--- src/rtl/chicken_pkg.sv ---
// chicken_pkg: shared types and constants for the chicken board game turn logic.
// Holds the turn FSM encoding, the player (T) codes, the picture width and the
// face-down card picture ROM.
package chicken_pkg;

    // Picture code width shared by cards and board tiles.
    localparam int PIC_W = 4;

    // Number of face-down picture cards on the table.
    localparam int CARD_COUNT = 12;

    // Turn sequencer states.
    typedef enum logic [2:0] {
        ST_IDLE,
        ST_WAIT_PICK,
        ST_REVEAL,
        ST_JUDGE,
        ST_CHECK,
        ST_PASS,
        ST_OVER
    } state_t;

    // Player codes driven on T. T_NONE only appears out of reset.
    localparam logic [1:0] T_NONE = 2'b00;
    localparam logic [1:0] T_P1   = 2'b01;
    localparam logic [1:0] T_P2   = 2'b10;
    localparam logic [1:0] T_P3   = 2'b11;

    // Card picture ROM: pictures 0..5, each printed on two cards (idx i -> i mod 6).
    // Entry 0 is the least significant nibble.
    localparam logic [CARD_COUNT-1:0][PIC_W-1:0] CARD_ROM = 48'h5432_1054_3210;

    // Picture printed on card idx; indices past the deck read as 0.
    function automatic logic [PIC_W-1:0] card_pic(input logic [3:0] idx);
        logic [PIC_W-1:0] pic;
        pic = '0;
        for (int i = 0; i < CARD_COUNT; i++) begin
            if (idx == 4'(i)) begin
                pic = CARD_ROM[i];
            end
        end
        return pic;
    endfunction

    // Turn order P1 -> P2 -> P3 -> P1; never yields T_NONE.
    function automatic logic [1:0] next_player(input logic [1:0] t);
        logic [1:0] nxt;
        case (t)
            T_P1:    nxt = T_P2;
            T_P2:    nxt = T_P3;
            default: nxt = T_P1;
        endcase
        return nxt;
    endfunction

endpackage

--- src/rtl/reveal_timer.sv ---
// reveal_timer: one-shot down-counter that times how long a picked card stays
// face up. A load pulse arms it; done pulses for exactly one cycle on the
// CYCLES-th cycle after the load, then the timer goes idle until reloaded.
module reveal_timer #(
    parameter int CYCLES = 4
) (
    input  logic clk,
    input  logic rst,
    input  logic load,
    output logic done
);

    localparam int CNT_W = (CYCLES > 1) ? $clog2(CYCLES) : 1;
    localparam logic [CNT_W-1:0] CNT_LAST = CNT_W'(CYCLES - 1);

    logic [CNT_W-1:0] cnt_q, cnt_d;
    logic             run_q, run_d;

    // Next-state: reload on load, otherwise count down while running and stop at zero.
    always_comb begin
        // NOTE: every variable gets a default before any branch, so no path leaves
        // it unassigned and no latch is inferred.
        cnt_d = cnt_q;
        run_d = run_q;
        if (load) begin
            cnt_d = CNT_LAST;
            run_d = 1'b1;
        end else if (run_q) begin
            if (cnt_q == '0) begin
                run_d = 1'b0;
            end else begin
                cnt_d = cnt_q - CNT_W'(1);
            end
        end
    end

    // Terminal count of an armed timer.
    assign done = run_q && (cnt_q == '0);

    // Counter state registers; reset aborts any reveal in progress.
    always_ff @(posedge clk or posedge rst) begin
        if (rst) begin
            cnt_q <= '0;
            run_q <= 1'b0;
        end else begin
            cnt_q <= cnt_d;
            run_q <= run_d;
        end
    end

endmodule

--- src/rtl/turn_ctrl.sv ---
// turn_ctrl: runs player turns for the 3-player chicken game. Accepts card picks,
// reveals the card picture for REVEAL_CYCLES, judges it against the tile ahead
// (T and B go to the win checker), then reads back W to end the game.
// Build option: define TURN_TIMEOUT_EN to force a pass after TURN_TIMEOUT idle
// cycles in WAIT_PICK; without it a player may think indefinitely.
module turn_ctrl
    import chicken_pkg::*;
#(
    parameter int NUM_CARDS     = CARD_COUNT,
    parameter int REVEAL_CYCLES = 25000000,
    parameter int TURN_TIMEOUT  = 250000000
) (
    input  logic                 clk,
    input  logic                 rst,
    input  logic                 start,
    input  logic                 pick_valid,
    input  logic [3:0]           pick_idx,
    input  logic [PIC_W-1:0]     target_pic,
    input  logic                 W,
    output logic [1:0]           T,
    output logic                 B,
    output logic                 judge_valid,
    output logic [NUM_CARDS-1:0] open_mask,
    output logic [PIC_W-1:0]     revealed_pic,
    output logic                 game_over,
    output logic [1:0]           winner
);

    state_t               state_q;
    logic [1:0]           t_q;
    logic                 b_q;
    logic                 judge_valid_q;
    logic [NUM_CARDS-1:0] open_mask_q;
    logic [PIC_W-1:0]     pic_q;
    logic [PIC_W-1:0]     revealed_pic_q;
    logic                 game_over_q;
    logic [1:0]           winner_q;

    logic [NUM_CARDS-1:0] pick_sel;
    logic                 pick_in_range;
    logic                 pick_accept;
    logic [PIC_W-1:0]     pick_pic;
    logic                 pic_match;
    logic                 timer_done;
    logic                 timeout_hit;

    // A pick counts only while already waiting, in range, and on a still-hidden card.
    assign pick_in_range = (32'(pick_idx) < NUM_CARDS);
    assign pick_sel      = NUM_CARDS'(1) << pick_idx;
    assign pick_accept   = (state_q == ST_WAIT_PICK) && pick_valid && pick_in_range
                           && ((open_mask_q & pick_sel) == '0);
    assign pick_pic      = card_pic(pick_idx);
    assign pic_match     = (pic_q == target_pic);

    reveal_timer #(
        .CYCLES (REVEAL_CYCLES)
    ) u_reveal_timer (
        .clk  (clk),
        .rst  (rst),
        .load (pick_accept),
        .done (timer_done)
    );

`ifdef TURN_TIMEOUT_EN
    localparam int TO_W = (TURN_TIMEOUT > 1) ? $clog2(TURN_TIMEOUT) : 1;
    localparam logic [TO_W-1:0] TO_LAST = TO_W'(TURN_TIMEOUT - 1);

    logic [TO_W-1:0] idle_cnt_q, idle_cnt_d;

    // Idle counter: runs only while waiting for a pick; any other state, an
    // accepted pick or the timeout itself returns it to zero.
    always_comb begin
        idle_cnt_d = '0;
        if ((state_q == ST_WAIT_PICK) && !pick_accept && (idle_cnt_q != TO_LAST)) begin
            idle_cnt_d = idle_cnt_q + TO_W'(1);
        end
    end

    assign timeout_hit = (state_q == ST_WAIT_PICK) && !pick_accept && (idle_cnt_q == TO_LAST);

    // Idle counter register.
    always_ff @(posedge clk or posedge rst) begin
        if (rst) begin
            idle_cnt_q <= '0;
        end else begin
            idle_cnt_q <= idle_cnt_d;
        end
    end
`else
    logic unused_timeout;

    assign timeout_hit    = 1'b0;
    assign unused_timeout = ^TURN_TIMEOUT;
`endif

    // Turn FSM with registered outputs.
    always_ff @(posedge clk or posedge rst) begin
        // NOTE: state registers use non-blocking assignments so every register
        // samples the pre-edge values, independent of statement order.
        if (rst) begin
            state_q        <= ST_IDLE;
            t_q            <= T_NONE;
            b_q            <= 1'b0;
            judge_valid_q  <= 1'b0;
            open_mask_q    <= '0;
            pic_q          <= '0;
            revealed_pic_q <= '0;
            game_over_q    <= 1'b0;
            winner_q       <= T_NONE;
        end else begin
            // judge_valid is a one-cycle pulse; only the REVEAL exit raises it.
            judge_valid_q <= 1'b0;
            unique case (state_q)
                ST_IDLE: begin
                    // start wins over any pick presented in the same cycle.
                    if (start) begin
                        state_q        <= ST_WAIT_PICK;
                        t_q            <= T_P1;
                        b_q            <= 1'b0;
                        open_mask_q    <= '0;
                        revealed_pic_q <= '0;
                        game_over_q    <= 1'b0;
                        winner_q       <= T_NONE;
                    end
                end

                ST_WAIT_PICK: begin
                    if (pick_accept) begin
                        pic_q          <= pick_pic;
                        revealed_pic_q <= pick_pic;
                        open_mask_q    <= open_mask_q | pick_sel;
                        state_q        <= ST_REVEAL;
                    end else if (timeout_hit) begin
                        state_q <= ST_PASS;
                    end
                end

                ST_REVEAL: begin
                    if (timer_done) begin
                        state_q        <= ST_JUDGE;
                        judge_valid_q  <= 1'b1;
                        revealed_pic_q <= '0;
                    end
                end

                ST_JUDGE: begin
                    // Keep this cycle's comparison so B holds until the next judgement.
                    b_q     <= pic_match;
                    state_q <= ST_CHECK;
                end

                ST_CHECK: begin
                    // W reflects the win checker's update made during JUDGE.
                    if (W) begin
                        state_q     <= ST_OVER;
                        winner_q    <= t_q;
                        game_over_q <= 1'b1;
                    end else if (b_q && !(&open_mask_q)) begin
                        state_q <= ST_WAIT_PICK;
                    end else begin
                        // A miss, or a full board of matches, hands the turn on.
                        state_q <= ST_PASS;
                    end
                end

                ST_PASS: begin
                    open_mask_q    <= '0;
                    revealed_pic_q <= '0;
                    t_q            <= next_player(t_q);
                    state_q        <= ST_WAIT_PICK;
                end

                ST_OVER: begin
                    // T keeps showing the winner; picks are ignored until restart.
                    if (start) begin
                        state_q        <= ST_IDLE;
                        t_q            <= T_P1;
                        b_q            <= 1'b0;
                        open_mask_q    <= '0;
                        revealed_pic_q <= '0;
                        game_over_q    <= 1'b0;
                        winner_q       <= T_NONE;
                    end
                end

                default: begin
                    state_q <= ST_IDLE;
                end
            endcase
        end
    end

    // B is live during JUDGE so it lines up with judge_valid for the win
    // checker; outside JUDGE it shows the last judgement.
    assign B            = (state_q == ST_JUDGE) ? pic_match : b_q;
    assign T            = t_q;
    assign judge_valid  = judge_valid_q;
    assign open_mask    = open_mask_q;
    assign revealed_pic = revealed_pic_q;
    assign game_over    = game_over_q;
    assign winner       = winner_q;

endmodule

--- config.mk ---
export PLATFORM = sky130hd
export DESIGN_NAME = turn_ctrl
export DESIGN_NICKNAME = d
export VERILOG_FILES = /design/src/rtl/chicken_pkg.sv /design/src/rtl/reveal_timer.sv /design/src/rtl/turn_ctrl.sv
export SDC_FILE = /design/constraint.sdc
export NUM_CORES = 1
export LEC_CHECK = 0
export CORE_ASPECT_RATIO = 1.4
export CORE_MARGIN = 2
export CORE_UTILIZATION = 45
export CTS_BUF_LIST = sky130_fd_sc_hd__clkbuf_16
export CTS_CLUSTER_DIAMETER = 60
export CTS_CLUSTER_SIZE = 14
export DETAILED_ROUTE_END_ITERATION = 7
export DONT_BUFFER_PORTS = 1
export GPL_TIMING_DRIVEN = 0
export SETUP_SLACK_MARGIN = 0.1
export SKIP_CTS_REPAIR_TIMING = 1
export SLEW_MARGIN = 25
export SYNTH_ARGS = -nofsm -noshare
export SYNTH_HDL_FRONTEND = slang
export SYNTH_HIERARCHICAL = 1
export SYNTH_SLANG_ARGS = --single-unit
--- constraint.sdc ---
create_clock -name clk -period 2.6 [get_ports clk]
set_clock_uncertainty 0.1 [all_clocks]
set_input_delay 0 -clock clk [delete_from_list [all_inputs] [get_ports clk]]
set_output_delay 0 -clock clk [all_outputs]
set_load 0.05 [all_outputs]
* Word-level counts from Yosys, hierarchy flattened
Index checks and enable logic that the tools add are counted.
Cells by class: $add $sub $neg 1, $mul 0, div/mod/pow operators 0, order comparisons 1, equality and inequality tests 27, shift-type cells 1, muxes and demuxes 44, bitwise gates (word level) 2, reductions and logical operators 25
Operators with widths (count):
- $mux W25 | 3
- $mux W4 | 12
- $pmux W12 S3 | 1
- $logic_not A25 Y1 | 1
- $sub A25 B1 Y25 const B | 1
- $mux W12 | 2
- $pmux W3 S7 | 1
- $mux W3 | 6
- $eq A4 B3 Y1 const B | 4
- $eq A4 B4 Y1 const B | 4
- $pmux W4 S4 | 1
- $and A12 B12 Y12 | 1
- $logic_not A12 Y1 | 1
- $ne A2 B2 Y1 const B | 6
- $or A12 B12 Y12 | 1
- $pmux W2 S2 | 3
- $reduce_and A12 Y1 | 1
- $shl A1 B4 Y12 const A | 1
- $eq A3 B3 Y1 const B | 3
- $mux W1 | 9
- $eq A4 B2 Y1 const B | 2
- $mux W2 | 4
- $reduce_and A2 Y1 | 4
- $reduce_and A4 Y1 | 2
- 17 further kinds | 27
Storage, ports and cells: register bits after elaboration 56, bits in latches 0, bits in writable memories 0, ROM bits 0, bits of input ports 13, output and inout bits 23, word-level logic and storage cells 112, memories kept 0

* Logic depth before layout (Yosys ltp)
Gate-level depths: netlist of run 1.
depth in word-level cells 14, depth in mapped cells 10, depth with buffers taken out 10

* Hierarchy
The synthesis of run 1 kept the hierarchy.
Modules (own cells, without submodules):
- turn_ctrl | times used 1, cells an instance 171, area an instance 1595.3 sq um, seq. area each 700.7 sq um
- reveal_timer | times used 1, cells an instance 149, area an instance 1519.0 sq um, seq. area each 650.6 sq um

* Worst setup path before layout of run 1
OpenSTA, ideal clock, no wires.
path type register to register, start point register state_q[2], end point register b_q, library setup time 70 ps, arrival 2629 ps, data required time 2430 ps, setup slack -198 ps, cell stages (with the launch flop) 7, path buffers 1, period minus slack after synthesis 2798 ps, path through dfrtp_1 clkbuf_1 inv_1 nand3_1 or4_1 o21ai_0 o31a_1
Between the ends: longest elaborated chain between the ends 4, elaborated cells on any way between the ends 8, those cells by class eq/ne (3); mux (1); reduce/logical (4)
RTL lines:
- from (decl) | RTL line turn_ctrl.sv:29 | state_t state_q;
- from (signal assigned) | RTL line turn_ctrl.sv:101 | state_q <= ST_IDLE;
- from (signal assigned) | RTL line turn_ctrl.sv:117 | state_q <= ST_WAIT_PICK;
- from (signal assigned) | RTL line turn_ctrl.sv:132 | state_q <= ST_REVEAL;
- $eq A3 B3 Y1 or $logic_not A3 Y1 (tied branches) | RTL line turn_ctrl.sv:113 | unique case (state_q)
- $reduce_or A2 Y1 (no line)
- $ne A2 B1 Y1 (no line) or $reduce_bool A2 Y1 (tied branches)
- $reduce_and A2 Y1 (no line)
- to (signal assigned) | RTL line turn_ctrl.sv:148 | b_q <= pic_match;
- to (decl) | RTL line turn_ctrl.sv:31 | logic b_q;
Several ways; a longest one is shown, not always the timed one. A chain may end at the register's enable or synchronous reset.

* Final worst setup path of run 1
start point register u_reveal_timer.cnt_q[13], end point register revealed_pic_q[2] (netlist: revealed_pic[2])
Between the ends: longest elaborated chain between the ends 4
RTL lines:
- from (decl) | RTL line reveal_timer.sv:16 | logic [CNT_W-1:0] cnt_q, cnt_d;
- from (signal assigned) | RTL line reveal_timer.sv:46 | cnt_q <= cnt_d;
- $logic_not A25 Y1 | RTL line reveal_timer.sv:38 | assign done = run_q && (cnt_q == '0);
- $logic_and A1 B1 Y1 | RTL line reveal_timer.sv:38
- via timer_done | RTL line turn_ctrl.sv:44 | logic timer_done;
- $ne A2 B2 Y1 (no line)
- $reduce_and A4 Y1 (no line)
- to (signal assigned) | RTL line turn_ctrl.sv:130 | revealed_pic_q <= pick_pic;
- to (decl) | RTL line turn_ctrl.sv:35 | logic [PIC_W-1:0] revealed_pic_q;
The timed path passes the listed nets, and every way through them passes these cells.

==> out/qor.txt, run 1 <==
Run status: finished with violations
Violations in the final reports: negative hold slack
Slack of the worst reg-to-reg path: 160 ps
Share of the clock period used by the worst path: 0.939
Cell depth of the worst hold path: 3
Number of filler cells placed in the layout: 633
Unrepaired setup endpoints after global routing: yes
Area share of the leading cell type in the synthesized netlist: 0.434
Type of the worst min-delay path: input pin to flop
Synth warnings: 6
Clock tree root buffer cell: clkbuf_16
Vert. Die Dim: 102 um
TritonCTS clock tree: built
Slew Limit Fails: 0
Cell types occupying the most area after synthesis: dfrtp_1 (43%), nand2_1 (2.9%), nor2_1 (2.8%)
Via count of the routed design: 2502
Count of flip-flops with a built-in enable after synthesis: 0
Share of layout cells above drive strength 1: 0.216
Synthesized Nets: 336
Number of sinks handled by clock tree synthesis: 54
Flop and latch count out of synthesis: 54
Max Buffers Root-to-Sink: 2
Leading register cell type out of synthesis: dfrtp_1
Max-cap violations: 0
First-pass DRT Iterations: 4
Clock-pin slew on the worst setup and hold paths: 80 ps
Core outline area: 0.00666 sq mm
Number of standard cells after synthesis: 320
Reg2Reg Capture Point: revealed_pic[2]
Area of the mapped netlist: 0.00311 sq mm
Commonest non-fill, non-tap cell in the layout: dfrtp_1
Sequential element share of the synthesized area: 0.434
Power Density: 872 mW/mm^2
Num CTS Buffers: 5
Count of nets left with antenna violations after detail routing: 0
Maximum level of the CTS H-tree: 2
Post-synth top area cell: dfrtp_1
Depth of the most critical reg-to-reg path: 8
Maximum ir drop on the vdd rail: 0.363 mV
Async set-or-reset flop fraction in the synthesized netlist: 1.00
Post-layout nets: 357
Vias per std cell: 5.76
Total negative slack for setup checks: 0 ps
Commonest cells after routing, fill and taps aside: dfrtp_1 (46), nand2_1 (24), nor2_1 (23), buf_4 (12), a21oi_1 (12)
Crit-path max FO: 5
Type of the setup path with the least slack: flop to flop
Initial detailed-routing violation count: 100
Count of input and output buffers: 0
Post-synthesis to final-layout area growth: 17.0%
Pin count of the biggest net entering global routing: 29
Wire length of the first global-routing pass: 11.7 mm
Worst endpoint required time: 2670 ps
DRC violations left: 0
Startpoint type of the worst setup path: flop
Fin Hold WS: -7.49 ps
Capture endpoint of the worst hold path: game_over
Critical path capture point type: flop
Hold Violations, Final: 2
Antenna violations before repair: 0
Number of different library cells in the post-synthesis netlist: 70
Clock network latency to the later pin of the worst-skew pair: 290 ps
Starting Density: 0.468
DP HPWL: 4.99 mm
Floorplan die width: 74.3 um
Overall overflow remaining after global route: 0
Row count: 35
Reported leakage power: 1.42 nW
Routability congestion estimate: 0.834
All-Layer GR Usage: 0.197
Actual slew at the worst max-slew pin: 617 ps
Die area: 0.00761 sq mm
Via count of the first global-routing pass: 2451
Antenna cells: 0
Overall routed net length: 7.05 mm
Worst relative slew slack: 0.588
Start point of the worst hold path: W
Average wire per standard cell: 16.2 um
Count of final setup violators: 0
Number of top-level design ports: 36
Worst EP arrival: 2510 ps
Minimum period implied by the final worst setup slack: 2440 ps
Average instance area after synthesis: 9.73 sq um
Beginning of the worst register-to-register path: u_reveal_timer/cnt_q[13]
Fmax: 409 MHz
flip-flops by register name, summed over array words and instances (netlist names), 2 cells and up:
register	count
state_q	3
u_reveal_timer/cnt_q	25
pic_q	3
revealed_pic	3
open_mask	12
T	2
winner	2
worst max-delay path by stage:
stage | start | to | cells after the start | slack, ps
2_1_floorplan | open_mask[0] | u_reveal_timer/cnt_q[6] | 8 | 120
3_3_place_gp | open_mask[6] | u_reveal_timer/cnt_q[22] | 9 | -240
3_5_place_dp | open_mask[6] | u_reveal_timer/cnt_q[18] | 9 | -260
4_1_cts | open_mask[6] | u_reveal_timer/cnt_q[18] | 9 | -290
5_1_grt | u_reveal_timer/cnt_q[5] | revealed_pic[2] | 8 | 40
6_report | u_reveal_timer/cnt_q[13] | revealed_pic[2] | 8 | 160
cells in the mapped netlist, types with 2 or more instances:
cell type	instances
o2111ai_1	4
nor4_2	2
o21ai_0	11
nand4_1	4
buf_4	5
clkbuf_1	7
nand3b_1	2
buf_2	4
xor2_1	9
inv_1	10
a21o_1	2
or3b_2	3
mux2i_1	3
a21oi_1	13
o211ai_1	2
nor3_1	9
o21bai_1	2
dfrtp_1	54
or4_2	2
nand3_1	6
nor2b_1	12
or3b_1	3
nor4_4	2
nand2_1	24
o31ai_1	5
o31ai_4	2
or4_1	3
or2_2	3
and2_1	6
a22o_1	4
o22ai_1	3
xnor2_1	5
ha_1	3
a32o_1	6
and3_1	6
mux2_2	2
nor4_1	5
nand2b_1	9
nor2_1	23
o31a_1	2
or3_1	6
o21ai_1	4
critical path: stages, from the launching register on:
cell,delay (ps)
dfrtp_1,440
nor4_4,390
nand3_4,160
nor3_4,260
and2_4,180
a21oi_1,60
o31a_1,280
o21ai_4,100
mux2_2,350
per-layer routing:
layer | vias to the layer above | GRT usage | wire [um]
met2 | 40 | 0.369 | 3840
met5 | - | 0 | 0
met4 | 0 | 0.0591 | 98
met1 | 1236 | 0.229 | 2900
met3 | 9 | 0.0286 | 209
li1 | 1217 | - | -
metrics by stage:
step	std cells	setup WS, ps	cell area, sq um	power [mW]	utilization
after floorplan	320	121	3120	2.11	-
after global placement	412	-236	3240	2.33	0.487
after detailed placement	412	-259	3240	2.34	0.487
after CTS	420	-285	3410	3.11	0.512
after global routing	434	37.5	3640	3.40	0.548
final	434	158	3640	3.18	0.548
power breakdown:
part	internal [mW]	switching (mW)
combinational	0.431	0.549
clock	0.452	0.303
sequential	1.00	0.442
cells by family after synthesis:
family | count (synthesis) | synth area share
DFF | 54 | 0.434
adders and majority gates | 3 | 0.0121
AOI/OAI and AO/OA | 75 | 0.182
buffers and inverters | 26 | 0.0390
xor gates and xnor gates | 14 | 0.0394
muxes | 5 | 0.0169
other | 1 | 0.00120
and+or+nand+nor | 142 | 0.276
layout make-up:
class	count	area [sq um]	share of cell area
Clock inverter	3	41.3	0.0113
Inverter	10	37.5	0.0103
Timing Repair Buffer	14	120	0.0330
Multi-Input combinational cell	240	1710	0.470
Buffer	16	131	0.0360
Tap cell	92	115	0.0316
Clock buffer	5	125	0.0343
Sequential cell	54	1360	0.373
Power figures use the tool's default switching activity.
==> inputs of run 2 (changes only) <==
Settings changed: CELL_PAD_IN_SITES_DETAIL_PLACEMENT set to 1, CELL_PAD_IN_SITES_GLOBAL_PLACEMENT set to 1, CORE_UTILIZATION 45 to 44, PLACE_DENSITY_LB_ADDON set to 0.1.
==> out/qor.txt, run 2 (synthesized netlist as in run 1, its figures left out) <==
Via count of the first global-routing pass: 2655
Count of placed standard cells including taps: 415
Average wire per standard cell: 18.8 um
Num CTS Buffers: 5
Post-synthesis to final-layout area growth: 17.3%
Worst slack, placed: -309 ps
DRC violations left: 0
Row count: 36
Share of layout cells above drive strength 1: 0.220
TritonCTS clock tree: built
Fmax: 409 MHz
Minimum period implied by the final worst setup slack: 2440 ps
Clock network latency to the later pin of the worst-skew pair: 300 ps
Cells along the critical path: nor4_4 -> nand3_4 -> nor3_4 -> and2_4 -> a21oi_1 -> o31a_1 -> o21ai_2 -> mux2_4
Core outline area: 0.00689 sq mm
Die area: 0.00778 sq mm
Routability congestion estimate: 0.795
Commonest cells after routing, fill and taps aside: dfrtp_1 (44), nand2_1 (24), nor2_1 (23), a21oi_1 (13), buf_4 (12)
Violations in the final reports: negative hold slack
Maximum ir drop on the vdd rail: 0.348 mV
Number of top-level design ports: 36
Wire length of the first global-routing pass: 13.1 mm
Starting Density: 0.452
Count of final setup violators: 0
Antenna cells: 0
Clock tree root buffer cell: clkbuf_16
Run status: finished with violations
Power, Total: 3.22 mW
Max Buffers Root-to-Sink: 2
Hold Violations, Final: 2
Initial detailed-routing violation count: 97
Worst EP arrival: 2520 ps
DP Area: 0.00324 sq mm
Number of flip-flops in the largest register: 25
Critical path's slowest cell: dfrtp_2
Floorplan die width: 75.1 um
All-Layer GR Usage: 0.217
Post-layout nets: 356
Power Density: 882 mW/mm^2
Maximum level of the CTS H-tree: 2
Max-cap violations: 0
Type of the worst min-delay path: input pin to flop
Pin count of the biggest net entering global routing: 29
Via count of the routed design: 2500
Actual slew at the worst max-slew pin: 617 ps
Type of the setup path with the least slack: flop to flop
Finished Layout Cells: 436
Final worst-path setup slack: 158 ps
Fin Hold WS: -4.85 ps
Cell depth of the worst hold path: 3
DP HPWL: 5.70 mm
Vert. Die Dim: 104 um
Crit-path max FO: 6
Slew Limit Fails: 0
Critical path capture point type: flop
Worst relative slew slack: 0.588
Final Instance Area: 0.00365 sq mm
Worst endpoint required time: 2680 ps
Reported leakage power: 1.41 nW
Number of sinks handled by clock tree synthesis: 54
Maximum single-stage delay on the critical path: 460 ps
Register name with the most flops: u_reveal_timer/cnt_q
Unrepaired setup endpoints after global routing: yes
Commonest non-fill, non-tap cell in the layout: dfrtp_1
Count of nets left with antenna violations after detail routing: 0
Overall overflow remaining after global route: 0
First-pass DRT Iterations: 4
Startpoint type of the worst setup path: flop
Share of the clock period used by the worst path: 0.939
Overall routed net length: 8.19 mm
Count of input and output buffers: 0
Clock-pin slew on the worst setup and hold paths: 70 ps
Depth of the most critical reg-to-reg path: 8
Vias per std cell: 5.73
Antenna violations before repair: 0
==> run 2: cell types whose count changed in the layout (fill, tap and decap cells not counted), sizes merged <==
cell	change
clkinv	+1
buf	-1
clkinvlp	-1
==> run 2: cell type report <==
class | count | area, sq um
Fill cell | 801 | 3240
Multi-Input combinational cell | 240 | 1730
Sequential cell | 54 | 1360
Buffer | 16 | 129
Clock buffer | 5 | 125
Tap cell | 95 | 119
Timing Repair Buffer | 13 | 113
Clock inverter | 3 | 37.5
Inverter | 10 | 37.5
==> run 2: path summary, 6_finish.rpt <==
check                                           end                      from  slack [ps]
min in group asynchronous   u_reveal_timer/cnt_q[3]                       rst         150
min reg2reg                u_reveal_timer/cnt_q[19]  u_reveal_timer/cnt_q[19]         420
min                                       game_over                         W          -5
max reg2reg                         revealed_pic[2]   u_reveal_timer/cnt_q[6]         160
max in group asynchronous             open_mask[11]                       rst        1790
max                                 revealed_pic[2]   u_reveal_timer/cnt_q[6]         160
==> run 2: where the power goes <==
group          leakage (nW)  switching, mW  internal [mW]  total (mW)
sequential            0.638          0.452           1.00        1.46
clock                0.0826          0.312          0.449       0.760
combinational         0.694          0.572          0.434        1.01
==> run 2: metal layers <==
| layer | track usage | share of wire | up-vias |
|---|---|---|---|
| met5 | 0 | 0 | - |
| met4 | 0.0587 | 0.014 | 0 |
| met3 | 0.0447 | 0.032 | 8 |
| met2 | 0.393 | 0.56 | 29 |
| met1 | 0.248 | 0.39 | 1262 |
| li1 | - | - | 1201 |
==> run 2: per-stage QoR <==
step / TNS, ps / util
floorplan: 0 / -
detailed placement: -5410 / 0.471
finish: 0 / 0.530
global route: 0 / 0.530
global placement: -4810 / 0.471
CTS: -6200 / 0.494
==> run 2: critical path, delay by kind of cell (launching register included) <==
| family | cells | cell delay (ps) |
|---|---|---|
| mux | 1 | 330 |
| simple gates | 4 | 1010 |
| compound gates | 3 | 430 |
| flops | 1 | 460 |
